## src/rtl/led_pattern_gen.sv

```systemverilog
// Multi-channel LED driver: per-channel OFF/ON/BLINK/PWM modes, shared prescaler
// tick for blink timing and a shared free-running PWM counter.
module led_pattern_gen #(
  parameter int CLK_HZ      = 12000000,
  parameter int TICK_HZ     = 1000,
  parameter int CHANNELS    = 5,
  parameter int PERIOD_BITS = 12,
  parameter int PWM_BITS    = 8,
  localparam int CH_W       = (CHANNELS > 1) ? $clog2(CHANNELS) : 1
) (
  input  logic                   clk,
  input  logic                   rst_n,
  input  logic                   cfg_we,
  input  logic [CH_W-1:0]        cfg_ch,
  input  logic [1:0]             cfg_mode,
  input  logic [PERIOD_BITS-1:0] cfg_value,
  output logic [CHANNELS-1:0]    led,
  output logic                   tick
);

  localparam int DIV   = CLK_HZ / TICK_HZ;
  localparam int PRE_W = (DIV > 1) ? $clog2(DIV) : 1;
  localparam logic [PRE_W-1:0] PRE_LAST = PRE_W'(DIV - 1);
  localparam logic [CH_W:0]    CH_LIMIT = (CH_W + 1)'(CHANNELS);

  typedef enum logic [1:0] {
    MODE_OFF   = 2'd0,
    MODE_ON    = 2'd1,
    MODE_BLINK = 2'd2,
    MODE_PWM   = 2'd3
  } mode_e;

  logic [PRE_W-1:0]    pre_cnt;
  logic [PWM_BITS-1:0] pwm_cnt;
  logic                tick_stb;
  logic                cfg_valid;
  logic [CHANNELS-1:0] led_next;

  // Blink counters advance on the same edge that raises the registered tick.
  assign tick_stb  = (pre_cnt == PRE_LAST);
  assign cfg_valid = cfg_we && ({1'b0, cfg_ch} < CH_LIMIT);

  always_ff @(posedge clk or negedge rst_n) begin
    if (!rst_n) begin
      pre_cnt <= '0;
      pwm_cnt <= '0;
      tick    <= 1'b0;
      led     <= '0;
    end else begin
      pre_cnt <= tick_stb ? '0 : pre_cnt + PRE_W'(1);
      pwm_cnt <= pwm_cnt + PWM_BITS'(1);
      tick    <= tick_stb;
      led     <= led_next;
    end
  end

  for (genvar g = 0; g < CHANNELS; g++) begin : g_ch
    mode_e                  mode;
    logic [PERIOD_BITS-1:0] value;
    logic [PERIOD_BITS-1:0] blink_cnt;
    logic [PERIOD_BITS-1:0] half_last;
    logic                   phase;
    logic                   sel;
    logic                   drive;

    assign sel       = cfg_valid && (cfg_ch == CH_W'(g));
    // A half-period of 0 behaves as 1 tick.
    assign half_last = (value == '0) ? '0 : value - PERIOD_BITS'(1);

    // A write to this channel takes priority over a coincident tick.
    always_ff @(posedge clk or negedge rst_n) begin
      if (!rst_n) begin
        mode      <= MODE_OFF;
        value     <= '0;
        blink_cnt <= '0;
        phase     <= 1'b0;
      end else if (sel) begin
        mode      <= mode_e'(cfg_mode);
        value     <= cfg_value;
        blink_cnt <= '0;
        phase     <= 1'b0;
      end else if (tick_stb && (mode == MODE_BLINK)) begin
        if (blink_cnt == half_last) begin
          blink_cnt <= '0;
          phase     <= ~phase;
        end else begin
          blink_cnt <= blink_cnt + PERIOD_BITS'(1);
        end
      end
    end

    always_comb begin
      drive = 1'b0;
      case (mode)
        MODE_OFF:   drive = 1'b0;
        MODE_ON:    drive = 1'b1;
        MODE_BLINK: drive = phase;
        MODE_PWM:   drive = (pwm_cnt < value[PWM_BITS-1:0]);
      endcase
    end

    assign led_next[g] = drive;
  end

endmodule

```

## config.mk

```make
export PLATFORM = sky130hd
export DESIGN_NAME = led_pattern_gen
export DESIGN_NICKNAME = d
export VERILOG_FILES = /design/src/rtl/led_pattern_gen.sv
export SDC_FILE = /design/constraint.sdc
export NUM_CORES = 1
export LEC_CHECK = 0
export CAP_MARGIN = 20
export CORE_ASPECT_RATIO = 0.7
export CORE_MARGIN = 2
export CORE_UTILIZATION = 45
export CTS_BUF_LIST = sky130_fd_sc_hd__clkbuf_8
export CTS_CLUSTER_DIAMETER = 30
export DETAILED_ROUTE_END_ITERATION = 10
export SLEW_MARGIN = 10
export SYNTH_ARGS = -nofsm -noshare
export SYNTH_HDL_FRONTEND = slang
export SYNTH_SLANG_ARGS = --single-unit
```

## constraint.sdc

```tcl
create_clock -name clk -period 9.2 [get_ports clk]
set_input_delay 1.84 -clock clk [delete_from_list [all_inputs] [get_ports clk]]
set_output_delay 1.84 -clock clk [all_outputs]
set_load 0.005 [all_outputs]
```

==> results.py, run 1 <==
metrics = {
    "outcome": {
        "status": "complete, no violations",
    },
    "power_and_ir_drop": {
        "p_int_mw": 1.291,
        "combPwrFrac_pct": 25.6,
        "power_density_mw_per_mm2": 173.2,
        "clkPwrFrac_pct": 28.5,
        "switching_share_pct": 34.61,
        "power_frac_seq_pct": 45.9,
        "leakage_nw": 4.914,
        "ir_drop_mv": 0.09944,
        "p_switching_mw": 0.6835,
    },
    "min_path": {
        "min_path_type": "flop to flop",
    },
    "global_route": {
        "grt_max_degree": 85,
        "grt_pass1_vias": 7681,
        "antenna_found_initial": 0,
        "overflow": 0,
        "gr-usage-all-layers_pct": 22.05,
        "grt_first_pass_wirelength_mm": 42.41,
    },
    "detailed_routing": {
        "wl_per_cell_um": 17.21,
        "firstDrtPassIters": 5,
        "drtIter0Drc": 652,
        "via_per_inst": 5.607,
        "drc": 0,
        "num_vias": 8461,
        "ant_nets": 0,
        "routed_wl_mm": 25.97,
    },
    "cts": {
        "clk_latency_ps": 470,
        "cts-root-buf": "clkbuf_8",
        "cts.path.max_buffers": 2,
        "htree_num_levels": 4,
        "cts_tree": "yes",
        "cts_sinks": 163,
        "hold_buffers": 0,
        "cts_resized": 0,
        "cts_buffers": 17,
        "cts_setup_buffers": 0,
        "clk_pin_slew_ps": 90,
    },
    "timing": {
        "period_share_pct": 38.61,
        "fin_hold_ws_ps": 488.5,
        "fin_crit_ps": 3552,
        "clock.fmax_mhz": 281.5,
        "worst_slew_pin_slew_ps": 884.5,
        "fin_setup_tns_ps": 0,
        "drv_slew": 0,
        "rsz0062_at_grt": "false",
        "hold_violations": 0,
        "setup_violations": 0,
        "finClkSkew_ps": 24.01,
        "slew_headroom_pct": 40.49,
    },
    "cells_and_area": {
        "layout_common_cells": "163 x dfrtp_1, 137 x nand2_1, 100 x nor2_1",
        "instances_no_fill": 1509,
        "insertedDiodeCount": 0,
        "final_common_cell": "dfrtp_1",
        "nFillCells": 2146,
        "area_growth_pct": 9.387,
        "layout.nets": 1251,
        "layout-drive-gt1-share_pct": 8.271,
    },
    "logic_synthesis": {
        "ys.flop_type": "dfrtp_1",
        "synthCells": 1180,
        "synth-seq-cells": 163,
        "syn_area_sq_mm": 0.01042,
        "avgSynthCellArea_sq_um": 8.833,
        "synth-edff-count": 0,
        "async_flop_share_pct": 100.0,
        "yosysSeqAreaShare_pct": 39.14,
        "ys_warn_count": 0,
        "syn_nets": 1247,
        "synth.distinct_cells": 72,
    },
    "setup_path": {
        "critical_path_required_ps": 9530,
        "cp_common_cell": "nand2_1",
        "cpPeakStageDelay_ps": 630,
        "worstSetupPathType": "flop to flop",
        "path_max_fanout": 10,
        "slowest_stage": "or4b_2",
        "cp_cell_sequence": "inv_1, ha_1, or3b_2, or4b_2, nand2_1, xor2_1, nor4_1, nand4_1, nand2_1, nor2_1",
        "crit_path_start_kind": "flop",
        "cp.arrival_ps": 3880,
        "worstSetupEndpointType": "flop",
    },
    "floorplanning": {
        "start_util_pct": 45.96,
        "rows": 46,
        "die_h_um": 131.3,
        "die_area_sq_mm": 0.02441,
        "io_pins": 26,
        "core_sq_mm": 0.02268,
        "chipWidth_um": 185.9,
    },
    "placement": {
        "place_congestion": 0.9111,
        "port_buffers": 25,
        "placed_cells_incl_taps": 1476,
        "dp_hpwl_mm": 18.60,
    },
    "flow_run": {
        "max_cap_violations": 0,
    },
}
[per-stage QoR]
step / util, % / instance area [sq um] / setup slack [ps] / total power, mW
5_1_grt: 50.28 / 11400 / 5399 / 2.099
3_3_place_gp: 48.31 / 10960 / 5569 / 1.409
4_1_cts: 50.15 / 11370 / 5658 / 1.984
2_1_floorplan: - / 10420 / 6050 / 1.263
3_5_place_dp: 48.31 / 10960 / 5503 / 1.417
6_report: 50.28 / 11400 / 5648 / 1.975
[critical path: cells and delay by family, from the launching register on]
kind / cells / cell delay, ps
xor+xnor: 1 / 60
simple gates: 7 / 2460
buf+inv: 1 / 100
flops: 1 / 460
fa+ha+maj: 1 / 340
[registers in the layout, indices dropped and copies added (netlist names)]
signal          count
g_ch.mode          10
pwm_cnt             8
g_ch.blink_cnt     60
led                 5
g_ch.phase          5
g_ch.value         60
pre_cnt            14
tick                1
[cell type report]
cell class                 count  area, sq um  share of cell area (%)
clock inverter                12        142.6                   1.251
clock buffer                  20        275.3                   2.414
tap                          312        390.4                   3.424
inverter                      50        187.7                   1.646
multi-input combinational    918         5987                   52.51
timing repair buffer          34        339.1                   2.974
sequential                   163         4079                   35.78
[cell families after synthesis]
group / synth area share [%]
muxes: 4.610
buffers and inverters: 3.709
xor gates and xnor gates: 8.824
and+or+nand+nor: 26.04
AOI/OAI and AO/OA: 12.04
adders and majority gates: 5.642
DFF: 39.14
[power groups by stage]
| stage | Clock (mW) | Combinational, mW | Sequential, mW |
|---|---|---|---|
| CTS | 0.577 | 0.503 | 0.904 |
| global route | 0.608 | 0.568 | 0.924 |
| finish | 0.562 | 0.506 | 0.907 |
| global placement | 0 | 0.493 | 0.916 |
| detailed placement | 0 | 0.499 | 0.917 |
| floorplan | 0 | 0.392 | 0.871 |
[routing by layer]
layer  up-vias  global-route usage (%)  wire [um]
met2       198                   30.09      10750
met3        15                   3.797       1339
met5         -                       0          0
met4         0                   4.768        242
li1       4205                       -          -
met1      4043                   35.75      13640
[Yosys cell counts, drive strengths merged, types with 18 or more instances]
master  instances  area share, %
mux2           32            3.5
a21oi          35            1.7
nand3          54            2.6
nand2         137            4.9
clkbuf         44            1.6
a21o           23            1.7
nor2          101            3.6
xnor2          55            4.6
o21ai          68            3.3
dfrtp         163             39
nand4          27            1.6
nor3           41            2.0
and2           18            1.1
nor4           27            1.9
xor2           50            4.2
and3           20            1.2
inv            50            1.8
ha             47            5.6
[final timing paths]
| path | from | end | slack (ps) | cells past startpoint |
|---|---|---|---|---|
| min in group asynchronous | rst_n | g_ch[1].blink_cnt[10]$_DFFE_PN0P_ | 1430 | 1 |
| max | g_ch[1].value[0]$_DFFE_PN0P_ | g_ch[1].blink_cnt[11]$_DFFE_PN0P_ | 5650 | 10 |
| min | pre_cnt[0]$_DFF_PN0_ | pre_cnt[0]$_DFF_PN0_ | 490 | 1 |
| min reg2reg | pre_cnt[0]$_DFF_PN0_ | pre_cnt[0]$_DFF_PN0_ | 490 | 1 |
| max in group asynchronous | rst_n | g_ch[1].value[3]$_DFFE_PN0P_ | 6580 | 3 |
| max reg2reg | g_ch[1].value[0]$_DFFE_PN0P_ | g_ch[1].blink_cnt[11]$_DFFE_PN0P_ | 5650 | 10 |
No activity file was read; power rests on OpenSTA's default activity.
==> run 2, diff against run 1 <==
==> constraint.sdc (replaced) <==
create_clock -name clk -period 3.1 [get_ports clk]
set_input_delay 0.62 -clock clk [delete_from_list [all_inputs] [get_ports clk]]
set_output_delay 0.62 -clock clk [all_outputs]
set_load 0.005 [all_outputs]
==> run 2 against run 1 <==
Sequential power grew to 2.9 times the previous value. Count of clock-buffer cells in the layout is the same. Global-route usage increased by 0.56 points. Register-to-register slack worse by 5600 ps.
==> results.py, run 2 (synthesis gave the netlist of run 1 again) <==
metrics = {
    "outcome": {
        "status": "complete, no violations",
    },
    "detailed_routing": {
        "via_per_inst": 5.592,
        "drtIter0Drc": 677,
        "drc": 0,
        "ant_nets": 0,
        "num_vias": 8696,
        "routed_wl_mm": 26.98,
        "wl_per_cell_um": 17.35,
        "firstDrtPassIters": 5,
    },
    "setup_path": {
        "crit_family": "simple AND/OR/NAND/NOR gates",
        "worstSetupEndpointType": "flop",
        "crit_path_start_kind": "flop",
        "cp_num_buf_inv": 1,
        "cp_cell_sequence": "inv_2, ha_4, or4b_4, o21a_1, or3_1, a21oi_1, o22ai_1, or4_4, or3_4, a21oi_2",
        "cpPeakStageDelay_ps": 600,
        "critical_path_required_ps": 3500,
        "path_max_fanout": 6,
        "cp.arrival_ps": 3450,
        "slowest_stage": "or4_4",
        "worstSetupPathType": "flop to flop",
    },
    "global_route": {
        "antenna_found_initial": 0,
        "overflow": 0,
        "grt_max_degree": 65,
        "gr-usage-all-layers_pct": 22.62,
        "grt_first_pass_wirelength_mm": 43.26,
        "met3_usage_pct": 4.878,
        "grt_pass1_vias": 7956,
        "use_met2_pct": 30.48,
        "top_usage_layer": "met1",
        "gr-usage-met1_pct": 36.25,
    },
    "cts": {
        "clk_latency_ps": 470,
        "cts-root-buf": "clkbuf_8",
        "clk_pin_slew_ps": 90,
        "htree_num_levels": 4,
        "cts_tree": "yes",
        "cts.path.max_buffers": 2,
        "hold_buffers": 0,
        "cts_buffers": 17,
        "cts_sinks": 163,
    },
    "timing": {
        "worst_slew_pin_slew_ps": 569.0,
        "fin_hold_ws_ps": 91.57,
        "setup_violations": 0,
        "drv_slew": 0,
        "rsz0062_at_grt": "true",
        "period_share_pct": 98.27,
        "hold_violations": 0,
        "fin_crit_ps": 3046,
        "clock.fmax_mhz": 328.3,
        "finClkSkew_ps": 14.97,
        "slew_headroom_pct": 61.09,
    },
    "floorplanning": {
        "die_h_um": 131.3,
        "chipWidth_um": 185.9,
        "rows": 46,
        "io_pins": 26,
        "core_sq_mm": 0.02268,
        "die_area_sq_mm": 0.02441,
        "start_util_pct": 45.96,
    },
    "cells_and_area": {
        "stdcell_area_sq_mm": 0.01184,
        "final_common_cell": "dfrtp_1",
        "layout_common_cells": "163 x dfrtp_1, 136 x nand2_1, 100 x nor2_1",
        "layout-drive-gt1-share_pct": 12.79,
        "insertedDiodeCount": 0,
        "reg_top3": "g_ch.blink_cnt: 60 flops, g_ch.value: 60 flops, pre_cnt: 14 flops",
        "area_growth_pct": 13.61,
        "layout.nets": 1298,
    },
    "placement": {
        "port_buffers": 25,
        "place_congestion": 0.9028,
        "post_dp_cell_area_sq_mm": 0.01135,
        "dp_hpwl_mm": 19.40,
    },
    "power_and_ir_drop": {
        "clkPwrFrac_pct": 26.5,
        "p_switching_mw": 2.047,
        "power_frac_seq_pct": 43.9,
        "combPwrFrac_pct": 29.6,
        "switching_share_pct": 34.17,
        "power_density_mw_per_mm2": 505.9,
        "leakage_nw": 5.145,
        "p_int_mw": 3.943,
        "ir_drop_mv": 0.2732,
    },
    "min_path": {
        "min_path_type": "input pin to asynchronous set/reset pin",
    },
    "flow_run": {
        "max_cap_violations": 0,
    },
}
run 2: cell types whose count changed in the layout (fill, tap and decap cells not counted), moves of 3 or more:
| cell | previous run | this run |
|---|---|---|
| buf_4 | 8 | 51 |
| nor4_1 | 22 | 18 |
| clkinv_2 | 1 | 5 |
| buf_12 | 0 | 4 |
| nor4_2 | 4 | 7 |
| inv_6 | 4 | 0 |
run 2: what timing repair did:
action | 4_1_cts | 5_1_grt
setup buffers | 0 | 2
resized for setup | 2 | 15
gates cloned | 0 | 1
setup endpoints to repair | 1 | 44
pin swaps | 0 | 8
run 2: final cells by class:
| type | instances | area [sq um] |
|---|---|---|
| multi-input cells | 919 | 6083 |
| clock buffers | 20 | 275.3 |
| well taps | 312 | 390.4 |
| repair buffers | 80 | 714.4 |
| clock inverters | 11 | 111.4 |
| inverters | 50 | 187.7 |
| fillers | 2187 | 10840 |
| flip-flops and latches | 163 | 4079 |
run 2: power groups by stage:
stage               logic [mW]  clock network (mW)  registers, mW
floorplan                 1.17                   0           2.59
global placement          1.69                   0           2.65
detailed placement        1.71                   0           2.66
CTS                       1.72                1.63           2.62
global route              1.98                1.73           2.67
finish                    1.78                1.58           2.63
run 2: final timing paths:
path                                                     end  slack, ps                         start  cells after the start
min                         g_ch[1].blink_cnt[7]$_DFFE_PN0P_         90                         rst_n                      1
max in group asynchronous  g_ch[4].blink_cnt[10]$_DFFE_PN0P_       2260                         rst_n                      2
max reg2reg                        g_ch[2].phase$_DFFE_PN0P_         50  g_ch[2].value[1]$_DFFE_PN0P_                     10
min in group clk                        pre_cnt[0]$_DFF_PN0_        480          pre_cnt[0]$_DFF_PN0_                      1
min reg2reg                             pre_cnt[0]$_DFF_PN0_        480          pre_cnt[0]$_DFF_PN0_                      1
max                                g_ch[2].phase$_DFFE_PN0P_         50  g_ch[2].value[1]$_DFFE_PN0P_                     10
run 2: layer usage:
| layer | share of wire (%) | routed length, um |
|---|---|---|
| met2 | 40 | 10790 |
| met1 | 54 | 14450 |
| met5 | 0 | 0 |
| met4 | 1.2 | 313 |
| met3 | 5.3 | 1428 |
run 2: stage by stage:
step                std cells  util (%)  worst slack, ps  power, mW  TNS [ps]
floorplan                1180         -           -22.85      3.757    -22.85
global placement         1521     50.06            67.53      4.338         0
detailed placement       1521     50.06            26.85      4.368         0
CTS                      1552     51.82            86.56      5.965         0
global route             1555     52.22           -36.30      6.373    -40.70
finish                   1555     52.22            53.67      5.990         0
run 2: worst register-to-register path, stage by stage (launching register included):
cell and delay (ps):
dfrtp_1 390, inv_2 80, ha_4 140, or4b_4 520
o21a_1 220, or3_1 300, a21oi_1 150, o22ai_1 90
or4_4 600, or3_4 350, a21oi_2 130
==> patch: new RTL, config.mk and constraints of run 2 <==
Put one more register stage on the output `led`, cleared by the reset. The value now appears one clock later. The other outputs are not delayed to match.
--- a/src/rtl/led_pattern_gen.sv
+++ b/src/rtl/led_pattern_gen.sv
@@ -30,6 +30,8 @@
     MODE_PWM   = 2'd3
   } mode_e;
 
+  logic [CHANNELS-1:0] led_s0;
+
   logic [PRE_W-1:0]    pre_cnt;
   logic [PWM_BITS-1:0] pwm_cnt;
   logic                tick_stb;
@@ -45,12 +47,12 @@
       pre_cnt <= '0;
       pwm_cnt <= '0;
       tick    <= 1'b0;
-      led     <= '0;
+      led_s0  <= '0;
     end else begin
       pre_cnt <= tick_stb ? '0 : pre_cnt + PRE_W'(1);
       pwm_cnt <= pwm_cnt + PWM_BITS'(1);
       tick    <= tick_stb;
-      led     <= led_next;
+      led_s0  <= led_next;
     end
   end
 
@@ -102,5 +104,13 @@
     assign led_next[g] = drive;
   end
 
+  always_ff @(posedge clk or negedge rst_n) begin
+    if (!rst_n) begin
+      led <= '0;
+    end else begin
+      led <= led_s0;
+    end
+  end
+
 endmodule
 
Check against the original RTL: not equivalent (Yosys sat finds a counterexample within 4 cycles, from zero or initial values and one cycle with rst_n low).
==> patch against run 2 <==
  * Total power increased by 8.3%
  * Core utilization down 0.090 points
  * Synthesized area is 2.1% higher
  * Wire length down 0.86%
  * Count of clock-buffer cells in the layout shrank 1
  * Global-route usage fell by 0.44 points
  * Worst setup slack improved by 0.015 ns
  * Design area is 3.0% higher
  * Via count is 1.7% higher
  * Combinational power up 10%
  * Sequential share of layout area about the same
  * Sequential cell count increased by 5
  * Critical path depth unchanged
  * Critical path type unchanged
  * Largest cell class unchanged
  * Highest routed layer unchanged
==> patch: results (changes against run 2) <==
* Number of vias per cell after detailed routing: 5.61 (was 5.59)
* Overall global routing resource usage: 0.222 (was 0.226)
- Num tapcells: 318 (was 312)
- Crit-path max FO: 5 (was 6)
- Number of instances in the placed design: 1540 (was 1521)
- Layout cells sized above 1: 0.140 (was 0.128)
* DRT Pass-1 Iters: 6 (was 5)
* Final clock-cell share: 0.0338 (was 0.0326)
- Met3 layer wire length in the routed design: 1430 um (about the same)
- Met2 track demand over resource in global routing: 0.317 (was 0.305)
- The final hold slack is 0.0561 ns (was 0.0916 ns).
- The count of multi-input combinational gates came to 907 (was 919).
* Critical path data arrival time: 3.43 ns (was 3.45 ns)
* Average wire length per cell after detail routing: 17.0 um (was 17.4 um)
* Clock buffer count: 19 (was 20)
* Global-route met1 utilization: 0.347 (was 0.362)
- The net count reported at finish was 1313 (was 1298).
- Placed wire-length estimate after detailed placement: 19300 um (was 19400 um)
* Gp weighted congestion: 0.870 (was 0.903)
- Result of the run: finished, final reports clean (unchanged).
* Metal-1 WL: 14100 um (was 14400 um)
* Most used standard cells in the synthesized netlist: sky130_fd_sc_hd__dfrtp_1 (168), sky130_fd_sc_hd__nand2_1 (111), sky130_fd_sc_hd__nor2_1 (85) (was sky130_fd_sc_hd__dfrtp_1 (163), sky130_fd_sc_hd__nand2_1 (137), sky130_fd_sc_hd__nor2_1 (101))
* Min Clock Period, post-route: 3.03 ns (was 3.05 ns)
- The distinct cell type count after synthesis was 75 (was 72).
* Biggest area contributors in the synthesized netlist: sky130_fd_sc_hd__dfrtp_1 (39%), sky130_fd_sc_hd__ha_1 (5.5%), sky130_fd_sc_hd__xnor2_1 (4.2%) (was sky130_fd_sc_hd__dfrtp_1 (39%), sky130_fd_sc_hd__ha_1 (5.6%), sky130_fd_sc_hd__nand2_1 (4.9%))
* Number of global-route vias before repair: 8416 (was 7956)
* Adder and majority cell fraction of the synthesized area: 0.0552 (was 0.0564)
- The maximum number of pins on one net before global-route repair was 61 (was 65).
* Placed cell area: 11600 sq um (was 11400 sq um)
- Worst slew slack as a fraction of its limit: 0.453 (was 0.611)
- Violation count after the first detailed-routing iteration: 701 (was 677)
-- patch: changes by cell type after synthesis, sizes merged, moves of 7 or more --
cell   delta
a21oi     +7
and2      -9
inv      +14
nand2    -25
nor2     -16
nor3      -9
nor4     -10
o21ai    +10
xor2      -8
-- patch: kinds of logic (layout without fill, tap and decap cells) --
kind of cell | after synthesis | in the layout
and+or+nand+nor | 481 | 481
AOI/OAI and AO/OA | 242 | 242
DFF | 168 | 168
buffers and inverters | 115 | 183
xor gates and xnor gates | 93 | 93
adders and majority gates | 47 | 47
muxes | 44 | 44
other | 0 | 1
-- patch: power by group --
| group | internal (W) | leakage [nW] | switching (W) | total [W] |
|---|---|---|---|---|
| combinational | 0.000916 | 2.96 | 0.00104 | 0.00196 |
| clock | 0.000833 | 0.207 | 0.000843 | 0.00168 |
| sequential | 0.00248 | 2.11 | 0.000369 | 0.00285 |
